## config.mk

```make
export PLATFORM = sky130hd
export DESIGN_NAME = pwm_deadtime_flat
export DESIGN_NICKNAME = d
export VERILOG_FILES = /design/src/rtl/pwm_deadtime_pkg.sv /design/src/rtl/pwm_deadtime_if.sv /design/src/rtl/pwm_deadtime.sv /design/src/flat_wrapper.sv
export SDC_FILE = /design/constraint.sdc
export NUM_CORES = 1
export LEC_CHECK = 0
export BUFFER_PORTS_ARGS = -buffer_cell sky130_fd_sc_hd__buf_2
export CAP_MARGIN = 20
export CORE_MARGIN = 3
export CORE_UTILIZATION = 35
export DETAILED_ROUTE_END_ITERATION = 16
export PLACE_DENSITY_LB_ADDON = 0.05
export SETUP_SLACK_MARGIN = 0.5
export SKIP_LAST_GASP = 1
export SYNTH_ARGS = -nofsm -noshare
export SYNTH_HDL_FRONTEND = slang
export SYNTH_SLANG_ARGS = --single-unit
```

## constraint.sdc

```tcl
create_clock -name clk -period 3 [get_ports clk]
set_input_delay 0.6 -clock clk [delete_from_list [all_inputs] [get_ports clk]]
set_output_delay 0.6 -clock clk [all_outputs]
set_load 0.005 [all_outputs]
```

## src/rtl/pwm_deadtime_pkg.sv

```systemverilog
// Shared types and constants for the PWM dead-time stage.
package pwm_pkg;

    localparam int DT_W_DEFAULT = 16;

    typedef enum logic [2:0] {
        IDLE  = 3'd0,
        L_ON  = 3'd1,
        DT_LH = 3'd2,
        H_ON  = 3'd3,
        DT_HL = 3'd4,
        FAULT = 3'd5
    } pwm_dt_state_t;

endpackage

```

## src/rtl/pwm_deadtime_if.sv

```systemverilog
// Control/status bundle between the PWM core side and the dead-time stage.
interface pwm_deadtime_if #(
    parameter int DT_W = pwm_pkg::DT_W_DEFAULT
);
    logic            en;
    logic            pwm_in;
    logic [DT_W-1:0] dt_rise;
    logic [DT_W-1:0] dt_fall;
    logic            pol_h;
    logic            pol_l;
    logic            fault;
    logic            fault_clr;
    logic            out_h;
    logic            out_l;
    logic            dead;
    logic            fault_latched;

    modport master (
        output en, pwm_in, dt_rise, dt_fall, pol_h, pol_l, fault, fault_clr,
        input  out_h, out_l, dead, fault_latched
    );

    modport slave (
        input  en, pwm_in, dt_rise, dt_fall, pol_h, pol_l, fault, fault_clr,
        output out_h, out_l, dead, fault_latched
    );
endinterface

```

## src/rtl/pwm_deadtime.sv

```systemverilog
// Complementary high/low gate pair with programmable dead time, pulse
// swallowing, per-output polarity and a latched fault shutdown.
module pwm_deadtime
    import pwm_pkg::*;
#(
    parameter int DT_W = DT_W_DEFAULT
) (
    input logic          clk,
    input logic          rst_n,
    pwm_deadtime_if.slave bus
);

    pwm_dt_state_t   state_q, state_d;
    logic [DT_W-1:0] cnt_q, cnt_d;
    logic            pwm_q;
    logic            h_act_q, l_act_q, dead_q;

    always_ff @(posedge clk or negedge rst_n) begin
        if (!rst_n) begin
            state_q <= IDLE;
            cnt_q   <= '0;
            pwm_q   <= 1'b0;
            h_act_q <= 1'b0;
            l_act_q <= 1'b0;
            dead_q  <= 1'b0;
        end else begin
            state_q <= state_d;
            cnt_q   <= cnt_d;
            pwm_q   <= bus.pwm_in;
            // Drive flags are decoded from next-state so they stay registered
            // yet change on the same edge as the state.
            h_act_q <= (state_d == H_ON);
            l_act_q <= (state_d == L_ON);
            dead_q  <= (state_d == DT_LH) || (state_d == DT_HL);
        end
    end

    always_comb begin
        state_d = state_q;
        cnt_d   = cnt_q;
        if (bus.fault) begin
            state_d = FAULT;
        end else if (!bus.en) begin
            state_d = IDLE;
        end else begin
            case (state_q)
                IDLE: begin
                    if (pwm_q) begin
                        state_d = DT_LH;
                        cnt_d   = bus.dt_rise;
                    end else begin
                        state_d = DT_HL;
                        cnt_d   = bus.dt_fall;
                    end
                end
                L_ON: begin
                    if (pwm_q) begin
                        state_d = DT_LH;
                        cnt_d   = bus.dt_rise;
                    end
                end
                DT_LH: begin
                    // A pulse that ends before the dead time expires never reaches out_h.
                    if (!pwm_q)             state_d = L_ON;
                    else if (cnt_q == '0)   state_d = H_ON;
                    else                    cnt_d   = cnt_q - DT_W'(1);
                end
                H_ON: begin
                    if (!pwm_q) begin
                        state_d = DT_HL;
                        cnt_d   = bus.dt_fall;
                    end
                end
                DT_HL: begin
                    if (pwm_q)              state_d = H_ON;
                    else if (cnt_q == '0)   state_d = L_ON;
                    else                    cnt_d   = cnt_q - DT_W'(1);
                end
                FAULT: begin
                    if (bus.fault_clr) state_d = IDLE;
                end
                default: state_d = IDLE;
            endcase
        end
    end

    assign bus.out_h         = h_act_q ^ bus.pol_h;
    assign bus.out_l         = l_act_q ^ bus.pol_l;
    assign bus.dead          = dead_q;
    assign bus.fault_latched = (state_q == FAULT);

endmodule
```

## src/flat_wrapper.sv

```systemverilog
// flat-port wrapper written by rule: the top's interface ports become plain ports
module pwm_deadtime_flat import pwm_pkg::*;
#(
    parameter int DT_W = DT_W_DEFAULT
)
  (clk, rst_n, bus_en, bus_pwm_in, bus_dt_rise, bus_dt_fall, bus_pol_h, bus_pol_l, bus_fault, bus_fault_clr, bus_out_h, bus_out_l, bus_dead, bus_fault_latched);
  pwm_deadtime_if #(.DT_W(DT_W)) bus_i ();
  input logic clk;
  input logic rst_n;
  input wire logic [$bits(bus_i.en)-1:0] bus_en;
  input wire logic [$bits(bus_i.pwm_in)-1:0] bus_pwm_in;
  input wire logic [$bits(bus_i.dt_rise)-1:0] bus_dt_rise;
  input wire logic [$bits(bus_i.dt_fall)-1:0] bus_dt_fall;
  input wire logic [$bits(bus_i.pol_h)-1:0] bus_pol_h;
  input wire logic [$bits(bus_i.pol_l)-1:0] bus_pol_l;
  input wire logic [$bits(bus_i.fault)-1:0] bus_fault;
  input wire logic [$bits(bus_i.fault_clr)-1:0] bus_fault_clr;
  output wire logic [$bits(bus_i.out_h)-1:0] bus_out_h;
  output wire logic [$bits(bus_i.out_l)-1:0] bus_out_l;
  output wire logic [$bits(bus_i.dead)-1:0] bus_dead;
  output wire logic [$bits(bus_i.fault_latched)-1:0] bus_fault_latched;
  assign bus_i.en = bus_en;
  assign bus_i.pwm_in = bus_pwm_in;
  assign bus_i.dt_rise = bus_dt_rise;
  assign bus_i.dt_fall = bus_dt_fall;
  assign bus_i.pol_h = bus_pol_h;
  assign bus_i.pol_l = bus_pol_l;
  assign bus_i.fault = bus_fault;
  assign bus_i.fault_clr = bus_fault_clr;
  assign bus_out_h = bus_i.out_h;
  assign bus_out_l = bus_i.out_l;
  assign bus_dead = bus_i.dead;
  assign bus_fault_latched = bus_i.fault_latched;
  pwm_deadtime #(.DT_W(DT_W)) u_core (.clk(clk), .rst_n(rst_n), .bus(bus_i));
endmodule
```

==> impl_results.md <==
- Status: complete, no violations
- Fin Setup TNS: 0 ns
- Clk_lat worst skew: between 0.2 and 0.3 ns
- Number of max-cap violations: 0
- Vias in the first global route: around 2000
- Top_reg_cell synth: dfrtp_1
- DRT Pass-1 Iters: 4
- Initial core utilization: 0.370
- Post-synthesis xor/xnor area fraction: 0.00843
- Simple-Gate Fraction of Synth Area: 0.238
- Top-area cell type share of the netlist area: 0.277
- Worst-Margin Slew: roughly 0.75 ns
- Root Driver: clkbuf_8
- Vias per inst: approximately 5.5
- First-pass GRT wire length: about 10000 um
- P_leak: between 1 and 1.5 nW
- CP Cell Sequence: inv_1 -> ha_1 -> or4b_4 -> nor4_4 -> a211o_2 -> a221oi_4 -> buf_12 -> o311ai_0 -> o21ai_1
- Netlist cell types: 55
- Arrival time of the worst setup path: 2.48 ns
- Design Area, Final: about 2400 sq um
- Die width: about 83 um
- DRT Wirelength: around 6000 um
- Gpl congestion: roughly 0.77
- Setup-failing EPs final: 0
- Post-synth EDFFs: 0
- Peak Freq: roughly 430 MHz
- Util after Layout: 0.436
- DRT iter0 DRCs: 97
- Post-synthesis sequential area ratio: 0.277
- Clock Pin Slew Worst Setup and Hold Paths: 0.09 ns
- Core Region: 5610 sq um
- Clock tree sinks: 23
- Avg Cell Area, Syn: about 7.8 sq um
- Layout overhead on the synthesized area: 17.6%
- Mapped Cells: about 270
- CP max stage delay: roughly 0.47 ns
- PwrDens: between 500 and 600 nW/um^2
- Mux share of post-synthesis cell area: 0.0982
- Routed Antenna Nets: 0
- Rows: 27
- Hold WS: 0.303 ns
- Synth Area in Compound Gates: 0.307
- Vias: roughly 2100
- Period utilization: 0.782
- Share of flip-flops with an asynchronous set or reset: 1.00
- Initial antenna violation count: 0
- IO buf count: 43
- Slew HR: 0.499
- Ratio of cells with drive above 1 in the final layout: 0.239
- Critical path type: reg2reg
- Endpoint class of the critical path: register
- CTS H-tree lvls: 1
- Synth top cells by count: a21oi_1 (31), o21ai_0 (31), nand2_1 (30)
- Largest fanout on the critical path: 33
- Clock tree from TritonCTS: built
- Slew Viols, Final: 0
- TritonCTS Buffers: 3
- Slowest CP cell: or4b_4
- Final min period: roughly 2.3 ns
- Wire length per cell: 15.8 um
- Maximum number of pins on one net before global-route repair: 34
- Hold_buf cts: 0
- Clk_skew: around 0.0014 ns
- Placed Area: ~2400 sq um
- VDD IR-drop max: around 270 uV
- Die Ht: between 80 and 90 um
- Die area: roughly 7000 sq um
- IO Pins: 44
- Synth area leaders: dfrtp_1 (28%), mux2i_1 (8.2%), a21oi_1 (7.5%), o21ai_0 (7.5%), nand2_1 (5.4%)
- Syn Nets: ~310
- Synth warnings: 0
- Hold Crit Class: in2async
- HPWL Detailed: 4420 um
- Ant. Diodes: 0
- Critical Path Start Type: register
- Largest family of logic cells by synthesized area: compound AO/OA/AOI/OAI gates
- CP bufs+invs: 2
- Fin nets: between 300 and 400
- Total GRT Usage: 0.173
- Delay-heaviest family, CP: simple AND/OR/NAND/NOR gates
- Fin. Hold Viols: 0
- Finished Layout Cells: approximately 380
- #FFs+latches synth: 23
- Mapped Area: roughly 2100 sq um
- DRC Markers: 0
- Cells after DPL: between 300 and 400
- Req. time, crit path: between 3 and 4 ns
- RSZ-0062 raised after global routing: no
- Adder-cell share of the synthesized area: 0.0120
- Post-synth top area cell: dfrtp_1
- Overflow after GRT: 0
- Clock Path Buffers: 2
[per-layer routing]
metal	GRT usage	wire [um]
met1	0.283	3280
met2	0.238	2380
met3	0.0179	248
met4	0.0401	50
met5	0	0
[final cells by class]
class	instances	area (sq um)
repair buffers	56	325
clock buffers	3	41.3
flip-flops and latches	23	577
inverters	6	22.5
fillers	593	3170
clock inverters	1	5.00
well taps	72	90.1
multi-input cells	217	1380
[worst paths after layout]
kind	cells after the start	slack [ns]	from	endpoint
setup / recovery	9	0.65	u_core.cnt_q[0]	u_core.cnt_q[1]
hold / removal	1	0.30	rst_n	u_core.cnt_q[8]
setup reg to reg	9	0.65	u_core.cnt_q[0]	u_core.cnt_q[1]
hold reg to reg	1	0.52	u_core.cnt_q[13]	u_core.cnt_q[13]
max in group asynchronous	1	2.30	rst_n	u_core.state_q[2]
min in group clk	1	0.43	bus_pwm_in	u_core.pwm_q
[repair_timing]
item,4_1_cts,5_1_grt
cloned,0,0
endpoints found under the setup margin,1,15
pin swaps,0,2
buffers inserted,0,2
gates resized for setup,1,4
[power breakdown]
group / internal [mW] / switching, mW
clock network: 0.0929 / 0.106
logic: 0.242 / 0.285
registers: 0.397 / 0.108
[state kept, by name, summed over array words and instances (netlist names)]
signal,cells
u_core.cnt_q,16
u_core.state_q,3
u_core.l_act_q,1
u_core.h_act_q,1
u_core.pwm_q,1
u_core.bus.dead,1
[cell families after synthesis]
logic type               Yosys count
AO/OA/AOI/OAI                    100
AND/OR/NAND/NOR                   93
buffers and inverters             27
flip-flops                        23
multiplexers                      20
XOR/XNOR                           2
adder cells (fa/ha/maj)            2
[metrics by stage]
| step | setup slack, ns | total power, mW |
|---|---|---|
| 2_1_floorplan | 0.835 | 0.854 |
| 3_3_place_gp | 0.518 | 1.01 |
| 3_5_place_dp | 0.504 | 1.01 |
| 4_1_cts | 0.557 | 1.22 |
| 5_1_grt | 0.526 | 1.34 |
| 6_report | 0.654 | 1.23 |
[worst register-to-register path, cell delays in order (launching register included)]
cell	delay (ns)
dfrtp_1	0.39
inv_1	0.10
ha_1	0.16
or4b_4	0.47
nor4_4	0.36
a211o_2	0.22
a221oi_4	0.07
buf_12	0.19
o311ai_0	0.13
o21ai_1	0.14
[cell usage in the layout (no fill, tap or decap), types with 3 or more instances in the layout]
cell	n
nor2b_1	4
nand2_1	30
nor3_1	4
clkbuf_8	3
mux2i_1	17
buf_4	12
dfrtp_1	22
nor4_1	4
nand2b_1	9
buf_2	43
mux2_2	3
nor3b_1	3
o21ai_1	3
nor2_1	20
nand4_1	3
a21oi_1	31
o21ai_0	31
o31ai_1	3
inv_1	6
a22o_1	8
a22oi_1	4
Note: power is estimated with default switching activity, not from simulation.
